**config.mk**
```make
export PLATFORM = sky130hd
export DESIGN_NAME = sum_seg_display
export DESIGN_NICKNAME = d
export VERILOG_FILES = /design/src/rtl/sum_seg_pkg.sv /design/src/rtl/sum_seg_display_seg7_decode.sv /design/src/rtl/sum_seg_display.sv
export SDC_FILE = /design/constraint.sdc
export NUM_CORES = 1
export LEC_CHECK = 0
export ABC_AREA = 1
export BUFFER_PORTS_ARGS = -buffer_cell sky130_fd_sc_hd__buf_2
export CAP_MARGIN = 20
export CORE_MARGIN = 2
export CORE_UTILIZATION = 52
export CTS_BUF_LIST = sky130_fd_sc_hd__clkbuf_16
export DETAILED_ROUTE_END_ITERATION = 7
export PLACE_DENSITY_LB_ADDON = 0.12
export SLEW_MARGIN = 20
export SYNTH_ARGS = -nofsm -noshare
export SYNTH_HDL_FRONTEND = slang
export SYNTH_SLANG_ARGS = --single-unit
```
**constraint.sdc**
```tcl
create_clock -name clk -period 1.9 [get_ports clk]
set_input_delay 0.285 -clock clk [delete_from_list [all_inputs] [get_ports clk]]
set_output_delay 0.285 -clock clk [all_outputs]
set_load 0.05 [all_outputs]
```
**src/rtl/sum_seg_pkg.sv**
```systemverilog
// sum_seg_pkg: shared types and constants for the sum_seg_display block.
//   state_e      : controller states (IDLE, CONVERT, SHOW)
//   SEG_BLANK    : all segments off
//   SEG_TABLE    : digit 0..9 to {g,f,e,d,c,b,a} pattern, active high
//   PHASE_UNITS / PHASE_TENS : values of the display phase bit
//   seg_lookup() : table lookup returning SEG_BLANK for values >= 10
package sum_seg_pkg;

  typedef enum logic [1:0] {
    IDLE    = 2'd0,
    CONVERT = 2'd1,
    SHOW    = 2'd2
  } state_e;

  localparam logic [6:0] SEG_BLANK = 7'h00;

  // Entry [d] holds the pattern for digit d (entry 0 is the rightmost field).
  localparam logic [9:0][6:0] SEG_TABLE = {
    7'h6F, 7'h7F, 7'h07, 7'h7D, 7'h6D,
    7'h66, 7'h4F, 7'h5B, 7'h06, 7'h3F
  };

  localparam logic PHASE_UNITS = 1'b0;
  localparam logic PHASE_TENS  = 1'b1;

  function automatic logic [6:0] seg_lookup(input logic [3:0] digit);
    logic [6:0] pattern;
    if (digit < 4'd10) begin
      pattern = SEG_TABLE[digit];
    end else begin
      pattern = SEG_BLANK;
    end
    return pattern;
  endfunction

endpackage

```
**src/rtl/sum_seg_display_seg7_decode.sv**
```systemverilog
// seg7_decode: combinational BCD digit to 7-segment decoder.
//   digit_i : 4-bit digit value (0..9 meaningful, >= 10 decodes blank)
//   seg_o   : segments {g,f,e,d,c,b,a}, active high
module seg7_decode
  import sum_seg_pkg::*;
(
  input  logic [3:0] digit_i,
  output logic [6:0] seg_o
);

  // Table lookup, blank for out-of-range digits.
  always_comb begin
    seg_o = seg_lookup(digit_i);
  end

endmodule

```
**src/rtl/sum_seg_display.sv**
```systemverilog
// sum_seg_display: captures a 5-bit adder result over valid/ready, converts it
// to two BCD digits by repeated subtract-10, and drives one time-multiplexed
// 7-segment digit that alternates units and tens every MAX_COUNT cycles.
// Ports:
//   clk, rst_n (synchronous, active low), ena (low freezes everything)
//   sum_in[4:0], in_valid, in_ready  : input handshake
//   seg[6:0], dp, digit_sel          : registered display outputs
// Build option: define SUM_SEG_LZ_BLANK_EN to blank a leading zero in the tens
// phase (dp stays high as the phase marker).
module sum_seg_display
  import sum_seg_pkg::*;
#(
  parameter int MAX_COUNT = 10_000_000
) (
  input  logic       clk,
  input  logic       rst_n,
  input  logic       ena,
  input  logic [4:0] sum_in,
  input  logic       in_valid,
  output logic       in_ready,
  output logic [6:0] seg,
  output logic       dp,
  output logic       digit_sel
);

  localparam int CW = (MAX_COUNT > 1) ? $clog2(MAX_COUNT) : 1;
  localparam logic [CW-1:0] CNT_LAST = CW'(MAX_COUNT - 1);

  state_e        state_q, state_d;
  logic [4:0]    work_q, work_d;
  logic [1:0]    tens_work_q, tens_work_d;
  logic [3:0]    tens_q, tens_d;
  logic [3:0]    units_q, units_d;
  // Set once a conversion has completed; keeps the display blank until then.
  logic          digits_valid_q, digits_valid_d;
  logic [CW-1:0] cnt_q, cnt_d;
  logic          phase_q, phase_d;
  logic [6:0]    seg_q, seg_d;
  logic          dp_q, dp_d;
  logic          digit_sel_q, digit_sel_d;

  logic          transfer_s;
  logic          conv_done_s;
  logic [3:0]    shown_digit_s;
  logic [6:0]    dec_seg_s;

  assign transfer_s  = in_valid && in_ready;
  assign conv_done_s = (state_q == CONVERT) && (work_q < 5'd10);

  // State register.
  always_ff @(posedge clk) begin
    if (!rst_n) begin
      state_q <= IDLE;
    end else if (ena) begin
      state_q <= state_d;
    end else begin
      state_q <= state_q;
    end
  end

  // Next-state logic.
  always_comb begin
    state_d = state_q;
    case (state_q)
      IDLE: begin
        if (transfer_s) state_d = CONVERT;
        else            state_d = IDLE;
      end
      CONVERT: begin
        if (conv_done_s) state_d = SHOW;
        else             state_d = CONVERT;
      end
      SHOW: begin
        if (transfer_s) state_d = CONVERT;
        else            state_d = SHOW;
      end
      default: state_d = IDLE;
    endcase
  end

  // FSM outputs: ready whenever enabled and not mid-conversion.
  always_comb begin
    in_ready = ena && (state_q != CONVERT);
  end

  // Conversion datapath next values.
  always_comb begin
    work_d         = work_q;
    tens_work_d    = tens_work_q;
    tens_d         = tens_q;
    units_d        = units_q;
    digits_valid_d = digits_valid_q;
    if (transfer_s) begin
      work_d      = sum_in;
      tens_work_d = 2'd0;
    end else if (state_q == CONVERT) begin
      if (work_q >= 5'd10) begin
        work_d      = work_q - 5'd10;
        tens_work_d = tens_work_q + 2'd1;
      end else begin
        // Old digits stay on display until this point.
        tens_d         = {2'b00, tens_work_q};
        units_d        = work_q[3:0];
        digits_valid_d = 1'b1;
      end
    end else begin
      work_d = work_q;
    end
  end

  // Refresh counter next values; transfers do not disturb phase timing.
  always_comb begin
    cnt_d   = cnt_q;
    phase_d = phase_q;
    if (state_q != IDLE) begin
      if (cnt_q == CNT_LAST) begin
        cnt_d   = '0;
        phase_d = ~phase_q;
      end else begin
        cnt_d = cnt_q + {{(CW-1){1'b0}}, 1'b1};
      end
    end else begin
      cnt_d = cnt_q;
    end
  end

  assign shown_digit_s = (phase_q == PHASE_TENS) ? tens_q : units_q;

  seg7_decode u_decode (
    .digit_i (shown_digit_s),
    .seg_o   (dec_seg_s)
  );

  // Display register next values.
  always_comb begin
    seg_d       = SEG_BLANK;
    dp_d        = 1'b0;
    digit_sel_d = phase_q;
    if (!digits_valid_q) begin
      seg_d = SEG_BLANK;
      dp_d  = 1'b0;
    end else begin
      seg_d = dec_seg_s;
      dp_d  = (phase_q == PHASE_TENS);
`ifdef SUM_SEG_LZ_BLANK_EN
      if ((phase_q == PHASE_TENS) && (tens_q == 4'd0)) begin
        seg_d = SEG_BLANK;
      end else begin
        seg_d = dec_seg_s;
      end
`endif
    end
  end

  // Datapath, refresh counter and display registers.
  always_ff @(posedge clk) begin
    if (!rst_n) begin
      work_q         <= 5'd0;
      tens_work_q    <= 2'd0;
      tens_q         <= 4'd0;
      units_q        <= 4'd0;
      digits_valid_q <= 1'b0;
      cnt_q          <= '0;
      phase_q        <= PHASE_UNITS;
      seg_q          <= SEG_BLANK;
      dp_q           <= 1'b0;
      digit_sel_q    <= 1'b0;
    end else if (ena) begin
      work_q         <= work_d;
      tens_work_q    <= tens_work_d;
      tens_q         <= tens_d;
      units_q        <= units_d;
      digits_valid_q <= digits_valid_d;
      cnt_q          <= cnt_d;
      phase_q        <= phase_d;
      seg_q          <= seg_d;
      dp_q           <= dp_d;
      digit_sel_q    <= digit_sel_d;
    end else begin
      work_q         <= work_q;
      cnt_q          <= cnt_q;
      seg_q          <= seg_q;
    end
  end

  assign seg       = seg_q;
  assign dp        = dp_q;
  assign digit_sel = digit_sel_q;

endmodule

```
==> results of run 1 <==
==> synth_stat cells, drive strengths merged <==
cell type	count	area, µm²
a21oi	29	149
nand4	8	65.1
o21bai	1	7.51
nor3	7	35.0
or2	2	12.5
dfxtp	50	1000
and2	1	7.51
xnor2	1	8.76
nand3	23	140
nand3b	2	15.0
inv	55	209
nor2	90	405
ha	7	87.6
xor2	6	52.6
buf	7	57.6
o21ai	22	121
nor3b	3	22.5
nand2	109	414
==> tightest hold or removal path, delay by kind of cell <==
family	cells	cell delay [ps]
AOI/OAI and AO/OA	2	180
buffers and inverters	1	70
==> state kept, by name, summed over array words and instances, names as in the netlist <==
register / flops
digit_sel: 1
dp: 1
state_q: 2
units_q: 4
seg: 7
digit_sel_d: 1
digits_valid_q: 1
cnt_q: 24
work_q: 5
tens_work_q: 2
tens_q: 2
==> through the flow <==
step / util [%] / hold slack (ps) / worst slack, ps
floorplan: - / 431 / 46.6
global placement: 57.4 / 450 / 300
detailed placement: 57.4 / 452 / 220
CTS: 60.5 / 280 / 199
global route: 60.5 / 340 / 33.5
finish: 60.5 / 285 / 211
==> layout make-up <==
type,instances,area (µm²)
multi-input cells,311,1540
flip-flops and latches,50,1000
inverters,55,209
clock buffers,5,125
clock inverters,3,37.5
repair buffers,23,128
fillers,517,2040
well taps,70,87.6
==> routing by layer <==
layer | GRT usage (%) | wire length, µm | vias to the layer above
li1 | - | - | 1372
met1 | 29.7 | 3020 | 1122
met2 | 35.4 | 2570 | 50
met3 | 3.84 | 215 | 9
met4 | 6.43 | 75 | 0
met5 | 0 | 0 | -
==> worst max-delay path by stage <==
stage | from | end | depth (start not counted)
after floorplan | ena | work_q[2] | 8
after global placement | digit_sel_d | seg[3] | 8
after detailed placement | digit_sel_d | seg[3] | 8
after CTS | digit_sel_d | seg[3] | 8
after global routing | digit_sel_d | seg[3] | 8
final | digit_sel_d | seg[3] | 8
==> cell families after synthesis <==
| logic type | share of synthesized area, % |
|---|---|
| AND/OR/NAND/NOR | 39.7 |
| buffers and inverters | 9.48 |
| AO/OA/AOI/OAI | 9.88 |
| flip-flops | 35.6 |
| XOR/XNOR | 2.18 |
| adder cells (fa/ha/maj) | 3.12 |
==> power by group <==
group          total (µW)  switching, µW  internal [µW]
clock                 992            380            612
sequential           1090           19.3           1070
combinational         206            136           69.2
==> impl_metrics.env, run 1 <==
export IMPL_grt_pass1_vias=2459
export IMPL_fin_crit_ps=1690
export IMPL_synth_cells=423
export IMPL_ys_seq_elements=50
export IMPL_hold_buffers=0
export IMPL_hold_depth=3
export IMPL_fin_tns_setup_ps=0
export IMPL_r2r_end="seg[3]"
export IMPL_clk_latency_ps=290
export IMPL_fmax_ghz=0.592
export IMPL_final_hold_violation_count=0
export IMPL_diodes=0
export IMPL_drive_above_1_share_pct=12.1
export IMPL_io_buffers=18
export IMPL_yosysSeqAreaShare_pct=35.6
export IMPL_cts_sinks=50
export IMPL_worst_setup_path_end_kind="flop"
export IMPL_via_per_inst=4.94
export IMPL_root_buffer="clkbuf_16"
export IMPL_p_leak_uw=0.00128
export IMPL_dp_hpwl_um=4580
export IMPL_synth_cell_types=30
export IMPL_layout_commonest_cell="nand2_1"
export IMPL_required_ps=2120
export IMPL_wl_per_cell_um=11.4
export IMPL_finish_net_count=462
export IMPL_mostFrequentLayoutCells="nand2_1, nor2_1, inv_1"
export IMPL_layout_cells_non_filler=517
export IMPL_drc=0
export IMPL_start_util_pct=54.4
export IMPL_powerDensity_mw_per_mm2=731
export IMPL_worst_slew_pin_slew_ps=357
export IMPL_worstReg2RegStart="digit_sel_d"
export IMPL_syn_area_mm2=0.00281
export IMPL_finalCritPeriodShare_pct=88.9
export IMPL_crit_type="reg -> reg"
export IMPL_clk_pin_slew_worst_paths_ps=70
export IMPL_rsz0062_at_grt="false"
export IMPL_rr_worst_depth=8
export IMPL_gp_congestion=0.887
export IMPL_status="finished, final reports clean"
export IMPL_num_io_pins=19
export IMPL_cts_tree="done"
export IMPL_drv_slew=0
export IMPL_dp_cells=509
export IMPL_worstHoldStart="sum_in[0]"
export IMPL_avgSynthCellArea_um2=6.65
export IMPL_hold_path_class="in -> reg"
export IMPL_maxCapViolations=0
export IMPL_fp_coreArea_mm2=0.00517
export IMPL_slew_headroom_pct=76.0
export IMPL_dr_pass1_iters=4
export IMPL_cpPeakStageDelay_ps=500
export IMPL_fin_skew_ps=6.31
export IMPL_cp_common_cell="nand2_1"
export IMPL_die_width_um=77.5
export IMPL_via_count=2553
export IMPL_dpl_instance_area_mm2=0.00297
export IMPL_setup_violations=0
export IMPL_cts_inserted_buffers=5
export IMPL_cts_max_path_buffers=2
export IMPL_min_to="work_q[0]"
export IMPL_ir_drop_v=0.000329
export IMPL_grt_pass1_wl_um=10700
export IMPL_drt_iter0_drc=155
export IMPL_dieHeight_um=77.5
export IMPL_crit_chain="nand2_1 -> o21ai_1 -> inv_1 -> ha_1 -> nand3_1 -> nand2_1 -> nand2_1 -> a21oi_1"
export IMPL_fp_dieArea_mm2=0.00601
export IMPL_post_cts_setup_buffers=0
export IMPL_syn_num_nets=439
export IMPL_antenna_found_initial=0
export IMPL_yosysWarnings=0
export IMPL_totalPowerFinal_uw=2290
export IMPL_detail_route_antenna_nets=0
export IMPL_htree_levels=2
export IMPL_grt_ovfl_total=0
export IMPL_fin_area_mm2=0.00313
export IMPL_critPathSlowestCell="dfxtp_1"
export IMPL_critPathBufInv=1
export IMPL_grt_use_total_pct=21.8
export IMPL_wl_um=5890
export IMPL_cp_arrival_ps=1900
export IMPL_grt_max_degree=20
export IMPL_crit_family="flip-flops"
export IMPL_core_rowCount=26
export IMPL_critPathLaunchType="flop"
export IMPL_ff2ff_setup_slack_ps=210
export IMPL_area_delta_synth_final_pct=11.4
export IMPL_post_cts_resized=0
export IMPL_critPathMaxFanout=10
No activity file was read; power rests on OpenSTA's default activity.
==> inputs of run 2 (changes only) <==
clock period = 1.4 ns   (was 1.9 ns; I/O delays follow)
==> impl_metrics.env, run 2 (synthesized netlist as in run 1, its figures left out) <==
export IMPL_status="finished, violations left"
export IMPL_violations="setup timing"
export IMPL_multi_input_area_mm2=0.00179
export IMPL_dp_cells=548
export IMPL_pwr_share_seq_pct=44.5
export IMPL_min_to="work_q[4]"
export IMPL_maxCapViolations=0
export IMPL_via_count=2858
export IMPL_clk_pin_slew_worst_paths_ps=70
export IMPL_setup_violations=5
export IMPL_critPathLaunchType="flop"
export IMPL_worst_setup_path_end_kind="flop"
export IMPL_rsz0062_at_grt="true"
export IMPL_cpPeakStageDelay_ps=420
export IMPL_critPathSlowestCell="dfxtp_4"
export IMPL_gp_congestion=0.844
export IMPL_mostFrequentLayoutCells="nand2_1, nor2_1, buf_4"
export IMPL_fmax_ghz=0.692
export IMPL_ff2ff_setup_slack_ps=-50
export IMPL_drive_above_1_share_pct=38.6
export IMPL_critPathMaxFanout=6
export IMPL_intPower_uw=2500
export IMPL_io_buffers=18
export IMPL_final_hold_violation_count=0
export IMPL_core_rowCount=26
export IMPL_wl_um=7340
export IMPL_powerDensity_mw_per_mm2=860
export IMPL_dpl_instance_area_mm2=0.00330
export IMPL_worstReg2RegStart="digit_sel_d"
export IMPL_comb_power_share_pct=13.9
export IMPL_grt_max_degree=17
export IMPL_required_ps=1620
export IMPL_dp_slack_ps=-57.0
export IMPL_antenna_found_initial=0
export IMPL_r2r_end="seg[5]"
export IMPL_fin_area_mm2=0.00387
export IMPL_wl_per_cell_um=12.9
export IMPL_dr_pass1_iters=6
export IMPL_layout_commonest_cell="nand2_1"
export IMPL_layout_setup_ws_ps=-45.4
export IMPL_dieHeight_um=77.5
export IMPL_via_per_inst=5.01
export IMPL_crit_type="reg -> reg"
export IMPL_cts_max_path_buffers=2
export IMPL_fp_coreArea_mm2=0.00517
export IMPL_drc=0
export IMPL_fill_cells=387
export IMPL_switching_share_pct=24.8
export IMPL_clkPwrFrac_pct=41.6
export IMPL_layout_cells_non_filler=570
export IMPL_finalCritPeriodShare_pct=103
export IMPL_cts_sinks=50
export IMPL_finish_net_count=515
export IMPL_regMostFlops="cnt_q"
export IMPL_dp_hpwl_um=4900
export IMPL_totalPowerFinal_uw=3330
export IMPL_p_sw_uw=824
export IMPL_num_io_pins=19
export IMPL_slew_headroom_pct=74.4
export IMPL_crit_chain="nor2_4 -> a21oi_4 -> inv_2 -> ha_2 -> or2_4 -> nand3_2 -> nand2_1 -> a21oi_1"
export IMPL_clk_latency_ps=290
export IMPL_grt_use_total_pct=24.3
export IMPL_hold_depth=5
export IMPL_htree_levels=2
export IMPL_drt_iter0_drc=135
export IMPL_cts_inserted_buffers=5
export IMPL_rr_worst_depth=8
export IMPL_start_util_pct=54.4
export IMPL_hold_path_class="in -> reg"
export IMPL_die_width_um=77.5
export IMPL_drv_slew=0
export IMPL_grt_ovfl_total=0
export IMPL_area_delta_synth_final_pct=37.7
export IMPL_fp_dieArea_mm2=0.00601
export IMPL_worst_slew_pin_slew_ps=381
export IMPL_ir_drop_v=0.000520
export IMPL_grt_pass1_vias=2598
export IMPL_root_buffer="clkbuf_16"
export IMPL_detail_route_antenna_nets=0
export IMPL_cp_arrival_ps=1670
export IMPL_startpoint="digit_sel_d"
export IMPL_fin_skew_ps=7.58
export IMPL_fin_crit_ps=1450
export IMPL_largest_reg_flops=24
export IMPL_cts_tree="done"
export IMPL_p_leak_uw=0.00160
export IMPL_worstHoldStart="sum_in[4]"
export IMPL_grt_pass1_wl_um=11800
export IMPL_diodes=0
export IMPL_regArea_mm2=0.00103
[run 2: cell count changes in the layout (fill, tap and decap cells not counted), moves of 11 or more]
cell,previous run,this run
buf_4,5,51
dfxtp_1,50,29
dfxtp_2,0,20
inv_1,55,41
inv_2,1,12
nand2_1,107,88
nand2_2,2,16
nor2_1,77,59
nor2_2,6,18
[run 2: final cells by class]
type	instances	share of cell area, %
clock buffer	5	3.23
tap	70	2.26
inverter	55	5.46
timing repair buffer	76	15.0
clock inverter	3	1.10
multi-input combinational	311	46.4
sequential	50	26.6
[run 2: critical path: cells and delay by family, from the launching register on]
kind / cells / cell delay (ps)
and+or+nand+nor: 4 / 420
AOI/OAI and AO/OA: 2 / 300
adders and majority gates: 1 / 170
DFF: 1 / 420
buffers and inverters: 1 / 60
[run 2: power by group through the flow]
stage / clock network, µW / logic, µW / registers, µW
4_1_cts: 1400 / 391 / 1480
2_1_floorplan: 0 / 212 / 1520
6_report: 1380 / 464 / 1480
3_5_place_dp: 0 / 354 / 1510
3_3_place_gp: 0 / 349 / 1510
5_1_grt: 1460 / 513 / 1480
[run 2: worst max path at each step]
stage | to | slack, ps
floorplan | work_q[2] | 2
detailed placement | work_q[3] | -60
global placement | work_q[4] | -20
CTS | in_ready | -20
finish | seg[5] | -50
global route | cnt_q[17] | -120
[run 2: what timing repair did]
item	in CTS	in global routing
buffers inserted	7	10
gates resized for setup	21	87
pin swaps	11	25
endpoints found under the setup margin	23	42
hold buffers	0	0
[run 2: through the flow]
| step | setup TNS, ps | util, % | hold WS [ps] |
|---|---|---|---|
| floorplan | 0 | - | 357 |
| global placement | -53.4 | 63.8 | 449 |
| detailed placement | -264 | 63.8 | 453 |
| CTS | -28.7 | 69.5 | 196 |
| global route | -1590 | 74.8 | 289 |
| finish | -88.1 | 74.8 | 245 |
[run 2: per-layer routing]
metal / part of all wire [%] / GRT usage, %
met1: 46 / 33.3
met2: 47 / 38.5
met3: 5.0 / 4.88
met4: 2.3 / 7.50
met5: 0 / 0
